**src/rtl/uart_arb_pkg.sv**
```systemverilog
// ============================================================================
// Module      : uart_arb_pkg
// Description : Shared types and constants for the UART transmit arbiter.
//               Holds the arbiter state enum, the default UART timing
//               parameters, and the watchdog limit helper.
// Revision    : 1.0 - initial release
// ============================================================================
`default_nettype none

package uart_arb_pkg;

  // Arbiter control states
  typedef enum logic [1:0] {
    IDLE      = 2'd0,
    LAUNCH    = 2'd1,
    WAIT_DONE = 2'd2
  } arb_state_t;

  localparam int c_DEF_CLKS_PER_BIT = 217;
  localparam int c_DEF_TIMEOUT_BITS = 12;

  // Watchdog limit in clocks: a frame that has not finished within this
  // many bit periods is considered lost.
  function automatic int wdog_limit(input int timeout_bits, input int clks_per_bit);
    return timeout_bits * clks_per_bit;
  endfunction

endpackage

`default_nettype wire

```
**src/rtl/uart_tx_arbiter_if.sv**
```systemverilog
// ============================================================================
// Module      : uart_tx_arbiter_if
// Description : Bundle of the producer-side valid/ready byte bus and the
//               UART_TX control/status signals handled by uart_tx_arbiter.
//   slave  modport : the arbiter's view
//   master modport : the environment's view (producers + UART_TX)
//   Signals:
//     i_Req_Valid/i_Req_Byte/i_Req_Last : per-requester byte offers
//     o_Req_Ready                       : one-hot accept
//     o_Grant                           : one-hot owner of byte in flight
//     o_TX_DV/o_TX_Byte                 : to UART_TX
//     i_TX_Active/i_TX_Done             : from UART_TX
//     o_Busy/o_Timeout                  : status
// Revision    : 1.0 - initial release
// ============================================================================
`default_nettype none

interface uart_tx_arbiter_if #(
  parameter int NUM_REQ = 4
);

  logic [NUM_REQ-1:0]   i_Req_Valid;
  logic [NUM_REQ*8-1:0] i_Req_Byte;
  logic [NUM_REQ-1:0]   i_Req_Last;
  logic [NUM_REQ-1:0]   o_Req_Ready;
  logic [NUM_REQ-1:0]   o_Grant;
  logic                 o_TX_DV;
  logic [7:0]           o_TX_Byte;
  logic                 i_TX_Active;
  logic                 i_TX_Done;
  logic                 o_Busy;
  logic                 o_Timeout;

  modport slave (
    input  i_Req_Valid, i_Req_Byte, i_Req_Last, i_TX_Active, i_TX_Done,
    output o_Req_Ready, o_Grant, o_TX_DV, o_TX_Byte, o_Busy, o_Timeout
  );

  modport master (
    output i_Req_Valid, i_Req_Byte, i_Req_Last, i_TX_Active, i_TX_Done,
    input  o_Req_Ready, o_Grant, o_TX_DV, o_TX_Byte, o_Busy, o_Timeout
  );

endinterface

`default_nettype wire

```
**src/rtl/uart_rr_pick.sv**
```systemverilog
// ============================================================================
// Module      : uart_rr_pick
// Description : Combinational round-robin picker. Searches the masked valid
//               vector starting one past the last grant and returns the
//               first hit as a one-hot winner.
//   i_valid      : request valid vector
//   i_last_grant : index of the previous winner
//   i_lock_mask  : requesters allowed to compete this cycle
//   o_winner     : one-hot winner (zero when nobody competes)
//   o_any_valid  : at least one masked requester is valid
// Revision    : 1.0 - initial release
// ============================================================================
`default_nettype none

module uart_rr_pick #(
  parameter int NUM_REQ = 4,
  parameter int IDX_W   = 2
) (
  input  wire logic [NUM_REQ-1:0] i_valid,
  input  wire logic [IDX_W-1:0]   i_last_grant,
  input  wire logic [NUM_REQ-1:0] i_lock_mask,
  output logic      [NUM_REQ-1:0] o_winner,
  output logic                    o_any_valid
);

  logic [NUM_REQ-1:0] w_cand;
  logic [IDX_W-1:0]   w_idx;
  logic               w_found;

  assign w_cand      = i_valid & i_lock_mask;
  assign o_any_valid = |w_cand;

  // Walk last_grant+1, last_grant+2, ... (mod NUM_REQ); the previous winner
  // is visited last so it only wins again when nobody else is asking.
  always_comb begin
    o_winner = '0;
    w_found  = 1'b0;
    w_idx    = '0;
    for (int off = 1; off <= NUM_REQ; off++) begin
      w_idx = IDX_W'((int'(i_last_grant) + off) % NUM_REQ);
      if (!w_found && w_cand[w_idx]) begin
        o_winner[w_idx] = 1'b1;
        w_found         = 1'b1;
      end
    end
  end

endmodule

`default_nettype wire

```
**src/rtl/uart_tx_arbiter.sv**
```systemverilog
// ============================================================================
// Module      : uart_tx_arbiter
// Description : Shares one UART_TX between NUM_REQ byte producers with
//               round-robin arbitration. Accepts one byte from the winner,
//               launches it with a one-cycle o_TX_DV, then waits for the
//               transmitter's done pulse (or a watchdog expiry) before
//               arbitrating again.
//   i_Clock : system clock, rising edge
//   i_Rst_L : asynchronous active-low reset
//   bus     : uart_tx_arbiter_if.slave (requester bus + UART_TX signals)
//   Optional build macro UART_ARB_PKT_LOCK_EN: when defined, a handshake
//   with i_Req_Last=0 locks arbitration to that requester until a handshake
//   with i_Req_Last=1, a watchdog timeout or reset.
// Revision    : 1.0 - initial release
// ============================================================================
`default_nettype none

module uart_tx_arbiter
  import uart_arb_pkg::*;
#(
  parameter int NUM_REQ      = 4,
  parameter int CLKS_PER_BIT = c_DEF_CLKS_PER_BIT,
  parameter int TIMEOUT_BITS = c_DEF_TIMEOUT_BITS
) (
  input wire logic         i_Clock,
  input wire logic         i_Rst_L,
  uart_tx_arbiter_if.slave bus
);

  localparam int c_LIMIT  = wdog_limit(TIMEOUT_BITS, CLKS_PER_BIT);
  localparam int c_WDOG_W = $clog2(c_LIMIT) + 1;
  localparam int c_IDX_W  = $clog2(NUM_REQ);
  localparam logic [c_WDOG_W-1:0] c_WDOG_LAST = c_WDOG_W'(c_LIMIT - 1);
  localparam logic [c_IDX_W-1:0]  c_IDX_LAST  = c_IDX_W'(NUM_REQ - 1);

  arb_state_t           r_state;
  arb_state_t           w_state_nxt;
  logic [c_IDX_W-1:0]   r_last_grant;
  logic [NUM_REQ-1:0]   r_grant;
  logic [7:0]           r_tx_byte;
  logic [c_WDOG_W-1:0]  r_wdog;

  logic [NUM_REQ-1:0]   w_lock_mask;
  logic [NUM_REQ-1:0]   w_winner;
  logic                 w_any_valid;
  logic                 w_handshake;
  logic                 w_timeout;
  logic [c_IDX_W-1:0]   w_win_idx;
  logic [7:0]           w_win_byte;

  uart_rr_pick #(
    .NUM_REQ (NUM_REQ),
    .IDX_W   (c_IDX_W)
  ) u_rr_pick (
    .i_valid      (bus.i_Req_Valid),
    .i_last_grant (r_last_grant),
    .i_lock_mask  (w_lock_mask),
    .o_winner     (w_winner),
    .o_any_valid  (w_any_valid)
  );

  // The winner is always valid, so offering ready to it is the handshake.
  assign w_handshake = (r_state == IDLE) && !bus.i_TX_Active && w_any_valid;

  // Encode the one-hot winner and mux out its byte.
  always_comb begin
    w_win_idx  = '0;
    w_win_byte = '0;
    for (int k = 0; k < NUM_REQ; k++) begin
      if (w_winner[k]) begin
        w_win_idx  = c_IDX_W'(k);
        w_win_byte = bus.i_Req_Byte[k*8 +: 8];
      end
    end
  end

`ifdef UART_ARB_PKT_LOCK_EN
  logic               r_lock;
  logic [c_IDX_W-1:0] r_lock_idx;
  logic               w_win_last;

  assign w_win_last  = |(w_winner & bus.i_Req_Last);
  assign w_lock_mask = r_lock ? (NUM_REQ'(1) << r_lock_idx) : '1;

  always_ff @(posedge i_Clock or negedge i_Rst_L) begin
    if (!i_Rst_L) begin
      r_lock     <= 1'b0;
      r_lock_idx <= '0;
    end else if (w_handshake) begin
      r_lock     <= !w_win_last;
      r_lock_idx <= w_win_idx;
    end else if (w_timeout) begin
      r_lock     <= 1'b0;
    end
  end
`else
  assign w_lock_mask = '1;
`endif

  // State register
  always_ff @(posedge i_Clock or negedge i_Rst_L) begin
    if (!i_Rst_L) begin
      r_state <= IDLE;
    end else begin
      r_state <= w_state_nxt;
    end
  end

  // Next state; done takes precedence over a simultaneous watchdog expiry.
  always_comb begin
    w_state_nxt = r_state;
    w_timeout   = 1'b0;
    case (r_state)
      IDLE: begin
        if (w_handshake) begin
          w_state_nxt = LAUNCH;
        end
      end
      LAUNCH: begin
        w_state_nxt = WAIT_DONE;
      end
      WAIT_DONE: begin
        if (bus.i_TX_Done) begin
          w_state_nxt = IDLE;
        end else if (r_wdog == c_WDOG_LAST) begin
          w_timeout   = 1'b1;
          w_state_nxt = IDLE;
        end
      end
      default: begin
        w_state_nxt = IDLE;
      end
    endcase
  end

  // Byte/grant capture, round-robin pointer and watchdog
  always_ff @(posedge i_Clock or negedge i_Rst_L) begin
    if (!i_Rst_L) begin
      r_tx_byte    <= 8'h00;
      r_grant      <= '0;
      r_last_grant <= c_IDX_LAST;
      r_wdog       <= '0;
    end else begin
      if (w_handshake) begin
        r_tx_byte    <= w_win_byte;
        r_grant      <= w_winner;
        r_last_grant <= w_win_idx;
      end
      if (r_state == WAIT_DONE) begin
        if (bus.i_TX_Done || w_timeout) begin
          r_grant <= '0;
          r_wdog  <= '0;
        end else begin
          r_wdog  <= r_wdog + 1'b1;
        end
      end else begin
        r_wdog <= '0;
      end
    end
  end

  assign bus.o_Req_Ready = w_handshake ? w_winner : '0;
  assign bus.o_Grant     = r_grant;
  assign bus.o_TX_DV     = (r_state == LAUNCH);
  assign bus.o_TX_Byte   = r_tx_byte;
  assign bus.o_Busy      = (r_state != IDLE);
  assign bus.o_Timeout   = w_timeout;

endmodule

`default_nettype wire

```
**src/flat_wrapper.sv**
```systemverilog
// flat-port wrapper written by rule: the top's interface ports become plain ports
module uart_tx_arbiter_flat import uart_arb_pkg::*;
#(
  parameter int NUM_REQ      = 4,
  parameter int CLKS_PER_BIT = c_DEF_CLKS_PER_BIT,
  parameter int TIMEOUT_BITS = c_DEF_TIMEOUT_BITS
)
  (i_Clock, i_Rst_L, bus_i_Req_Valid, bus_i_Req_Byte, bus_i_Req_Last, bus_i_TX_Active, bus_i_TX_Done, bus_o_Req_Ready, bus_o_Grant, bus_o_TX_DV, bus_o_TX_Byte, bus_o_Busy, bus_o_Timeout);
  uart_tx_arbiter_if #(.NUM_REQ(NUM_REQ)) bus_i ();
  input wire logic i_Clock;
  input wire logic i_Rst_L;
  input wire logic [$bits(bus_i.i_Req_Valid)-1:0] bus_i_Req_Valid;
  input wire logic [$bits(bus_i.i_Req_Byte)-1:0] bus_i_Req_Byte;
  input wire logic [$bits(bus_i.i_Req_Last)-1:0] bus_i_Req_Last;
  input wire logic [$bits(bus_i.i_TX_Active)-1:0] bus_i_TX_Active;
  input wire logic [$bits(bus_i.i_TX_Done)-1:0] bus_i_TX_Done;
  output wire logic [$bits(bus_i.o_Req_Ready)-1:0] bus_o_Req_Ready;
  output wire logic [$bits(bus_i.o_Grant)-1:0] bus_o_Grant;
  output wire logic [$bits(bus_i.o_TX_DV)-1:0] bus_o_TX_DV;
  output wire logic [$bits(bus_i.o_TX_Byte)-1:0] bus_o_TX_Byte;
  output wire logic [$bits(bus_i.o_Busy)-1:0] bus_o_Busy;
  output wire logic [$bits(bus_i.o_Timeout)-1:0] bus_o_Timeout;
  assign bus_i.i_Req_Valid = bus_i_Req_Valid;
  assign bus_i.i_Req_Byte = bus_i_Req_Byte;
  assign bus_i.i_Req_Last = bus_i_Req_Last;
  assign bus_i.i_TX_Active = bus_i_TX_Active;
  assign bus_i.i_TX_Done = bus_i_TX_Done;
  assign bus_o_Req_Ready = bus_i.o_Req_Ready;
  assign bus_o_Grant = bus_i.o_Grant;
  assign bus_o_TX_DV = bus_i.o_TX_DV;
  assign bus_o_TX_Byte = bus_i.o_TX_Byte;
  assign bus_o_Busy = bus_i.o_Busy;
  assign bus_o_Timeout = bus_i.o_Timeout;
  uart_tx_arbiter #(.NUM_REQ(NUM_REQ), .CLKS_PER_BIT(CLKS_PER_BIT), .TIMEOUT_BITS(TIMEOUT_BITS)) u_core (.i_Clock(i_Clock), .i_Rst_L(i_Rst_L), .bus(bus_i));
endmodule
```
**config.mk**
```make
export PLATFORM = sky130hd
export DESIGN_NAME = uart_tx_arbiter_flat
export DESIGN_NICKNAME = d
export VERILOG_FILES = /design/src/rtl/uart_arb_pkg.sv /design/src/rtl/uart_tx_arbiter_if.sv /design/src/rtl/uart_rr_pick.sv /design/src/rtl/uart_tx_arbiter.sv /design/src/flat_wrapper.sv
export SDC_FILE = /design/constraint.sdc
export NUM_CORES = 1
export LEC_CHECK = 0
export ABC_AREA = 1
export CAP_MARGIN = 20
export CORE_UTILIZATION = 53
export CTS_BUF_LIST = sky130_fd_sc_hd__clkbuf_8
export CTS_CLUSTER_DIAMETER = 150
export DETAILED_ROUTE_END_ITERATION = 8
export PLACE_DENSITY = 0.92
export SETUP_SLACK_MARGIN = 0.2
export SLEW_MARGIN = 20
export SYNTH_ARGS = -nofsm -noshare
export SYNTH_HDL_FRONTEND = slang
export SYNTH_SLANG_ARGS = --single-unit
```
**constraint.sdc**
```tcl
create_clock -name i_Clock -period 5.8 [get_ports i_Clock]
set_clock_uncertainty 0.1 [all_clocks]
set_input_delay 1.16 -clock i_Clock [delete_from_list [all_inputs] [get_ports i_Clock]]
set_output_delay 1.16 -clock i_Clock [all_outputs]
set_load 0.01 [all_outputs]
```
==> flow_summary.json, run 1 <==
{
  "outcome": "finished, final reports clean",
  "slowest_delay_ps": 550,
  "setup-tns-final_ps": 0,
  "drive_gt1_frac": 0.0975,
  "routed_wl_mm": 5.05,
  "finalSetupViolations": 0,
  "htreeDepth": 2,
  "syn_area_um2": 2100,
  "synth_most_common_cell": "nand2_1",
  "rows": 22,
  "post_cts_buffers": 0,
  "ctsHoldBuffers": 0,
  "crit_type": "in2out",
  "grt-ovfl-total": 0,
  "synth_fp_nets": 351,
  "gp_congestion": 0.838,
  "cp_cell_sequence": "clkdlybuf4s50_1 -> inv_1 -> nand2_1 -> nand3_1 -> nand2_1 -> nand3_1 -> nand2_1 -> clkinv_1 -> nand3_4 -> nand2_1 -> inv_1 -> clkdlybuf4s50_1",
  "ys_seq_area_frac": 0.346,
  "synth-seq-cells": 29,
  "crit_top_cell": "nand2_1",
  "die_w_um": 65.0,
  "yosys.area.top_type_share": 0.321,
  "wl_met3_um": 381,
  "filler_cell_count": 299,
  "yosys_warnings": 0,
  "wl_met2_mm": 2.45,
  "nets": 411,
  "hpwl_mm": 3.82,
  "synthCells": 298,
  "vias": 2069,
  "finalNonFillerCells": 407,
  "p_clk_frac": 0.114,
  "whs_ps": 384,
  "cts.repair.resized": 0,
  "layout-area-overhead-vs-synth_pct": 32.8,
  "swShare": 0.496,
  "dp_cells": 399,
  "maxSlewHeadroom": 0.743,
  "antenna_found_initial": 0,
  "wl_per_cell_um": 12.4,
  "slew_viol_final": 0,
  "ys_top_cells_by_count": "nand2_1 (92), inv_1 (41), a21oi_1 (33)",
  "grt_first_pass_wirelength_mm": 8.47,
  "ir_worst_vdd_uv": 279,
  "ant_nets": 0,
  "crit_arrival_ps": 3310,
  "top_layer": "met4",
  "die-area_um2": 4220,
  "io_buffers": 58,
  "cts_buffers": 5,
  "cp_max_fo": 17,
  "min-delay-path-class": "reg2reg",
  "ys.flop_type": "dfrtp_1",
  "power.internal_uw": 701,
  "p_leak_nw": 1.36,
  "grt_pass1_vias": 1943,
  "synth.distinct_cells": 31,
  "p_comb_frac": 0.668,
  "endpoint_kind": "primary output",
  "via_per_inst": 5.08,
  "drt-met1-wl_mm": 2.19,
  "insertion_delay_ps": 280,
  "clock_sinks": 29,
  "switchingPower_uw": 689,
  "cts-root-buf": "clkbuf_8",
  "fin_crit_sh": 0.788,
  "yosys-top-cells-area": "dfrtp_1 (32%), nand2_1 (16%), a21oi_1 (7.9%), inv_1 (7.3%), ha_1 (5.4%)",
  "clk_path_buf_depth": 2,
  "rsz0062_at_grt": "false",
  "synth_edf_count": 0,
  "startpoint_type": "input pin",
  "num_io_pins": 63,
  "start_util": 0.562,
  "min_period_ps": 4570,
  "clock.fmax_ghz": 0.219,
  "drv_cap": 0,
  "avgSynthCellArea_um2": 7.06,
  "drt_iter0_markers": 100,
  "yosys.area.top_type": "dfrtp_1",
  "dr.pass1.iters": 5,
  "p_total_mw": 1.39,
  "path_buf_inv": 5,
  "ys_async_sr_fraction": 1.00,
  "drc_errors": 0,
  "grt_max_degree": 30,
  "hold_viol_final": 0,
  "n_antenna_cell": 0,
  "cp_slowest_cell": "clkdlybuf4s50_1",
  "fp.coreArea_um2": 3740,
  "powerDensity_nw_per_um2": 497,
  "cts.clk_slew.worst_paths_ps": 70,
  "die_h_um": 65.0,
  "power_frac_seq": 0.218,
  "cp_top_family": "buffers and inverters",
  "tightest_slew_ps": 384,
  "cp.required_ps": 4540,
  "track_usage": 0.260,
  "cts_tree": "done"
}
==> cells by family after synthesis <==
group           Yosys count  synth area share
compound gates           42             0.104
xor+xnor                  2           0.00833
fa+ha+maj                 9            0.0535
buf+inv                  54             0.109
flops                    29             0.346
simple gates            162             0.379
==> cell type report <==
cell class,instances,area (um2),share of cell area
timing repair buffer,59,588,0.211
clock buffer,5,68.8,0.0246
multi-input combinational,215,1140,0.410
sequential,29,728,0.261
tap,48,60.1,0.0215
clock inverter,3,17.5,0.00627
inverter,48,185,0.0663
==> per-stage QoR <==
stage	worst slack, ps	area (um2)	util
global route	1050	2790	0.746
floorplan	2390	2100	-
detailed placement	1230	2710	0.723
CTS	1230	2790	0.746
global placement	1290	2710	0.723
finish	1230	2790	0.746
==> power groups by stage <==
stage / combinational [mW] / clock, mW / sequential [mW]
2_1_floorplan: 0.675 / 0 / 0.313
3_3_place_gp: 0.907 / 0 / 0.305
3_5_place_dp: 0.926 / 0 / 0.307
4_1_cts: 0.928 / 0.164 / 0.304
5_1_grt: 1.04 / 0.177 / 0.312
6_report: 0.927 / 0.158 / 0.303
==> routing by layer <==
metal,track usage,vias to the layer above
met5,0,-
met2,0.444,74
met4,0.0611,0
met3,0.0722,4
met1,0.323,927
li1,-,1064
==> registers in the layout (all words and copies together), names as in the netlist <==
| name | cells |
|---|---|
| u_core.bus.o_Grant | 4 |
| u_core.bus.o_TX_Byte | 8 |
| u_core.r_state | 2 |
| u_core.r_last_grant | 2 |
| u_core.r_wdog | 13 |
==> worst register-to-register path, cell delays in order, from the launching register on <==
cell and delay, ps:
dfstp_2 680, inv_4 120, ha_1 370, inv_1 100, nand3_4 120, nand2_4 80
nand2_4 80, inv_2 60, nand3_2 80, nand4_4 250, a21oi_1 220, nand2_1 70
nand2_1 80, nand2_1 60
==> cells in the final DEF (no fill, tap or decap), types with 5 or more instances in the layout <==
| master | n |
|---|---|
| inv_1 | 41 |
| nand2_2 | 6 |
| nand3_1 | 21 |
| ha_1 | 9 |
| clkdlybuf4s50_1 | 58 |
| a21oi_1 | 33 |
| dfrtp_1 | 27 |
| nor3_1 | 5 |
| o21ai_0 | 5 |
| nand2_1 | 92 |
| clkbuf_8 | 5 |
| nor2_1 | 20 |
==> path summary, 6_finish.rpt <==
kind | from | end | slack [ps] | cells past startpoint
setup / recovery | bus_i_Req_Valid[3] | bus_o_Req_Ready[2] | 1230 | 12
hold / removal | u_core.bus.o_TX_Byte[2]$_DFFE_PN0P_ | u_core.bus.o_TX_Byte[2]$_DFFE_PN0P_ | 380 | 2
setup reg to reg | u_core.r_last_grant[0]$_DFFE_PN1P_ | u_core.bus.o_TX_Byte[4]$_DFFE_PN0P_ | 3240 | 13
hold reg to reg | u_core.bus.o_TX_Byte[2]$_DFFE_PN0P_ | u_core.bus.o_TX_Byte[2]$_DFFE_PN0P_ | 380 | 2
max in group asynchronous | i_Rst_L | u_core.r_last_grant[0]$_DFFE_PN1P_ | 4130 | 2
min in group asynchronous | i_Rst_L | u_core.r_wdog[3]$_DFF_PN0_ | 1160 | 2
(Power assumes the default switching activity.)
==> inputs of run 2 (changes only) <==
--- a/config.mk
+++ b/config.mk
@@ -7,11 +7,11 @@
 export LEC_CHECK = 0
 export ABC_AREA = 1
 export CAP_MARGIN = 20
-export CORE_UTILIZATION = 53
+export CORE_UTILIZATION = 49
 export CTS_BUF_LIST = sky130_fd_sc_hd__clkbuf_8
 export CTS_CLUSTER_DIAMETER = 150
 export DETAILED_ROUTE_END_ITERATION = 8
-export PLACE_DENSITY = 0.92
+export PLACE_DENSITY = 0.86
 export SETUP_SLACK_MARGIN = 0.2
 export SLEW_MARGIN = 20
 export SYNTH_ARGS = -nofsm -noshare
==> constraint.sdc (replaced) <==
create_clock -name i_Clock -period 4.3 [get_ports i_Clock]
set_clock_uncertainty 0.1 [all_clocks]
set_input_delay 0.86 -clock i_Clock [delete_from_list [all_inputs] [get_ports i_Clock]]
set_output_delay 0.86 -clock i_Clock [all_outputs]
set_load 0.01 [all_outputs]
==> flow_summary.json, run 2 (synthesis gave the netlist of run 1 again) <==
{
  "endpoint_kind": "primary output",
  "n_antenna_cell": 0,
  "cp_cell_sequence": "clkinvlp_4 -> ha_1 -> inv_1 -> nand3_4 -> nand2_4 -> nand2_4 -> nor2_4 -> nand2_2 -> nand4_4 -> nand2_2 -> inv_1 -> clkdlybuf4s50_1",
  "clk_path_buf_depth": 2,
  "cp_slowest_cell": "dfstp_2",
  "rr_startpoint": "u_core.r_last_grant[1]$_DFFE_PN1P_",
  "power_frac_seq": 0.205,
  "die_h_um": 67.5,
  "clock_sinks": 29,
  "cp.required_ps": 3340,
  "ant_nets": 0,
  "cts_tree": "done",
  "vias": 2112,
  "grt_max_degree": 30,
  "p_comb_frac": 0.685,
  "ir_worst_vdd_uv": 314,
  "r2r-end": "u_core.bus.o_TX_Byte[6]$_DFFE_PN0P_",
  "antenna_found_initial": 0,
  "largest_reg_flops": 13,
  "rows": 23,
  "slowest_delay_ps": 600,
  "fin_crit_sh": 0.921,
  "start_util": 0.518,
  "min_period_ps": 3960,
  "outcome": "finished, final reports clean",
  "via_per_inst": 5.03,
  "filler_cell_count": 326,
  "grt_first_pass_wirelength_mm": 7.98,
  "p_leak_nw": 1.41,
  "cp_max_fo": 17,
  "multi_input_area_um2": 1140,
  "drc_errors": 0,
  "final-seq-area_um2": 728,
  "drv_cap": 0,
  "routed_wl_mm": 5.42,
  "power.internal_mw": 1.01,
  "powerDensity_nw_per_um2": 685,
  "clock.fmax_ghz": 0.252,
  "die_w_um": 67.5,
  "r2r_cells": 15,
  "die-area_um2": 4560,
  "min-delay-path-class": "reg2reg",
  "track_usage": 0.232,
  "dr.pass1.iters": 4,
  "maxSlewHeadroom": 0.725,
  "regMostFlops": "u_core.r_wdog",
  "cts_buffers": 5,
  "crit_arrival_ps": 3000,
  "grt-ovfl-total": 0,
  "timing.critical_path.from": "u_core.r_last_grant[1]$_DFFE_PN1P_",
  "startpoint_type": "flop",
  "insertion_delay_ps": 280,
  "ctsHoldBuffers": 0,
  "drt_iter0_markers": 126,
  "regToRegSetupSlack_ps": 1690,
  "swShare": 0.488,
  "drive_gt1_frac": 0.127,
  "cts-root-buf": "clkbuf_8",
  "wl_per_cell_um": 12.9,
  "htreeDepth": 2,
  "setup-tns-final_ps": 0,
  "io_buffers": 58,
  "crit_type": "reg2out",
  "gp_congestion": 0.840,
  "switchingPower_uw": 963,
  "layout-area-overhead-vs-synth_pct": 37.0,
  "tightest_slew_ps": 411,
  "final_common_cell": "nand2_1",
  "hold_viol_final": 0,
  "nets": 422,
  "final_cell_mix": "nand2_1 (92), clkdlybuf4s50_1 (58), inv_1 (40), a21oi_1 (33), dfrtp_1 (27)",
  "slew_viol_final": 0,
  "fp.coreArea_um2": 4060,
  "cts.clk_slew.worst_paths_ps": 60,
  "p_clk_frac": 0.110,
  "num_io_pins": 63,
  "grt_pass1_vias": 1939,
  "cp-endpoint": "bus_o_Req_Ready[3]",
  "hpwl_mm": 3.86,
  "rsz0062_at_grt": "false",
  "finalSetupViolations": 0,
  "whs_ps": 385
}
==> run 2: per-layer routing <==
metal | track usage | wire [um] | up-vias
met5 | 0 | 0 | -
met4 | 0.0771 | 94 | 0
met3 | 0.0608 | 352 | 12
met2 | 0.418 | 2670 | 59
met1 | 0.262 | 2300 | 956
li1 | - | - | 1085
==> run 2: worst max-delay path, delay by kind of cell (launching register included) <==
family / cells / cell delay (ps)
DFF: 1 / 600
and+or+nand+nor: 7 / 840
adders and majority gates: 1 / 360
buffers and inverters: 4 / 920
==> run 2: area by class of cell <==
type                       count  area share
timing repair buffer          70       0.233
tap                           50      0.0217
sequential                    29       0.253
multi-input combinational    215       0.397
clock inverter                 3     0.00608
clock buffer                   5      0.0239
inverter                      48      0.0656
==> run 2: worst min path at each step <==
stage,end,startpoint,slack (ps),cells past startpoint
2_1_floorplan,u_core.r_state[1]$_DFFE_PN0P_,u_core.r_state[1]$_DFFE_PN0P_,350,1
3_3_place_gp,u_core.bus.o_TX_Byte[1]$_DFFE_PN0P_,u_core.bus.o_TX_Byte[1]$_DFFE_PN0P_,360,2
3_5_place_dp,u_core.bus.o_TX_Byte[3]$_DFFE_PN0P_,u_core.bus.o_TX_Byte[3]$_DFFE_PN0P_,370,2
4_1_cts,u_core.bus.o_TX_Byte[3]$_DFFE_PN0P_,u_core.bus.o_TX_Byte[3]$_DFFE_PN0P_,390,2
5_1_grt,u_core.bus.o_TX_Byte[3]$_DFFE_PN0P_,u_core.bus.o_TX_Byte[3]$_DFFE_PN0P_,400,2
6_report,u_core.r_state[1]$_DFFE_PN0P_,u_core.r_state[1]$_DFFE_PN0P_,390,1
==> run 2: per-stage QoR <==
step / setup WS [ps] / cell area [um2] / util / instances / total power [mW]
after global placement: 410 / 2720 / 0.669 / 402 / 1.62
after CTS: 272 / 2800 / 0.691 / 410 / 1.88
final: 338 / 2880 / 0.710 / 420 / 1.97
after global routing: 186 / 2880 / 0.710 / 420 / 2.14
after floorplan: 1270 / 2100 / - / 298 / 1.33
after detailed placement: 358 / 2720 / 0.669 / 402 / 1.65
==> run 2: power groups by stage <==
stage               logic (mW)  registers (mW)  clock network [mW]
floorplan                0.910           0.422                   0
global placement          1.20           0.412                   0
detailed placement        1.23           0.415                   0
CTS                       1.24           0.411               0.224
global route              1.49           0.413               0.237
finish                    1.35           0.404               0.218
==> run 2: repair_timing <==
item,4_1_cts,5_1_grt
gates resized for setup,0,1
setup buffers,0,10
endpoints found under the hold margin,0,0
setup endpoints to repair,0,3
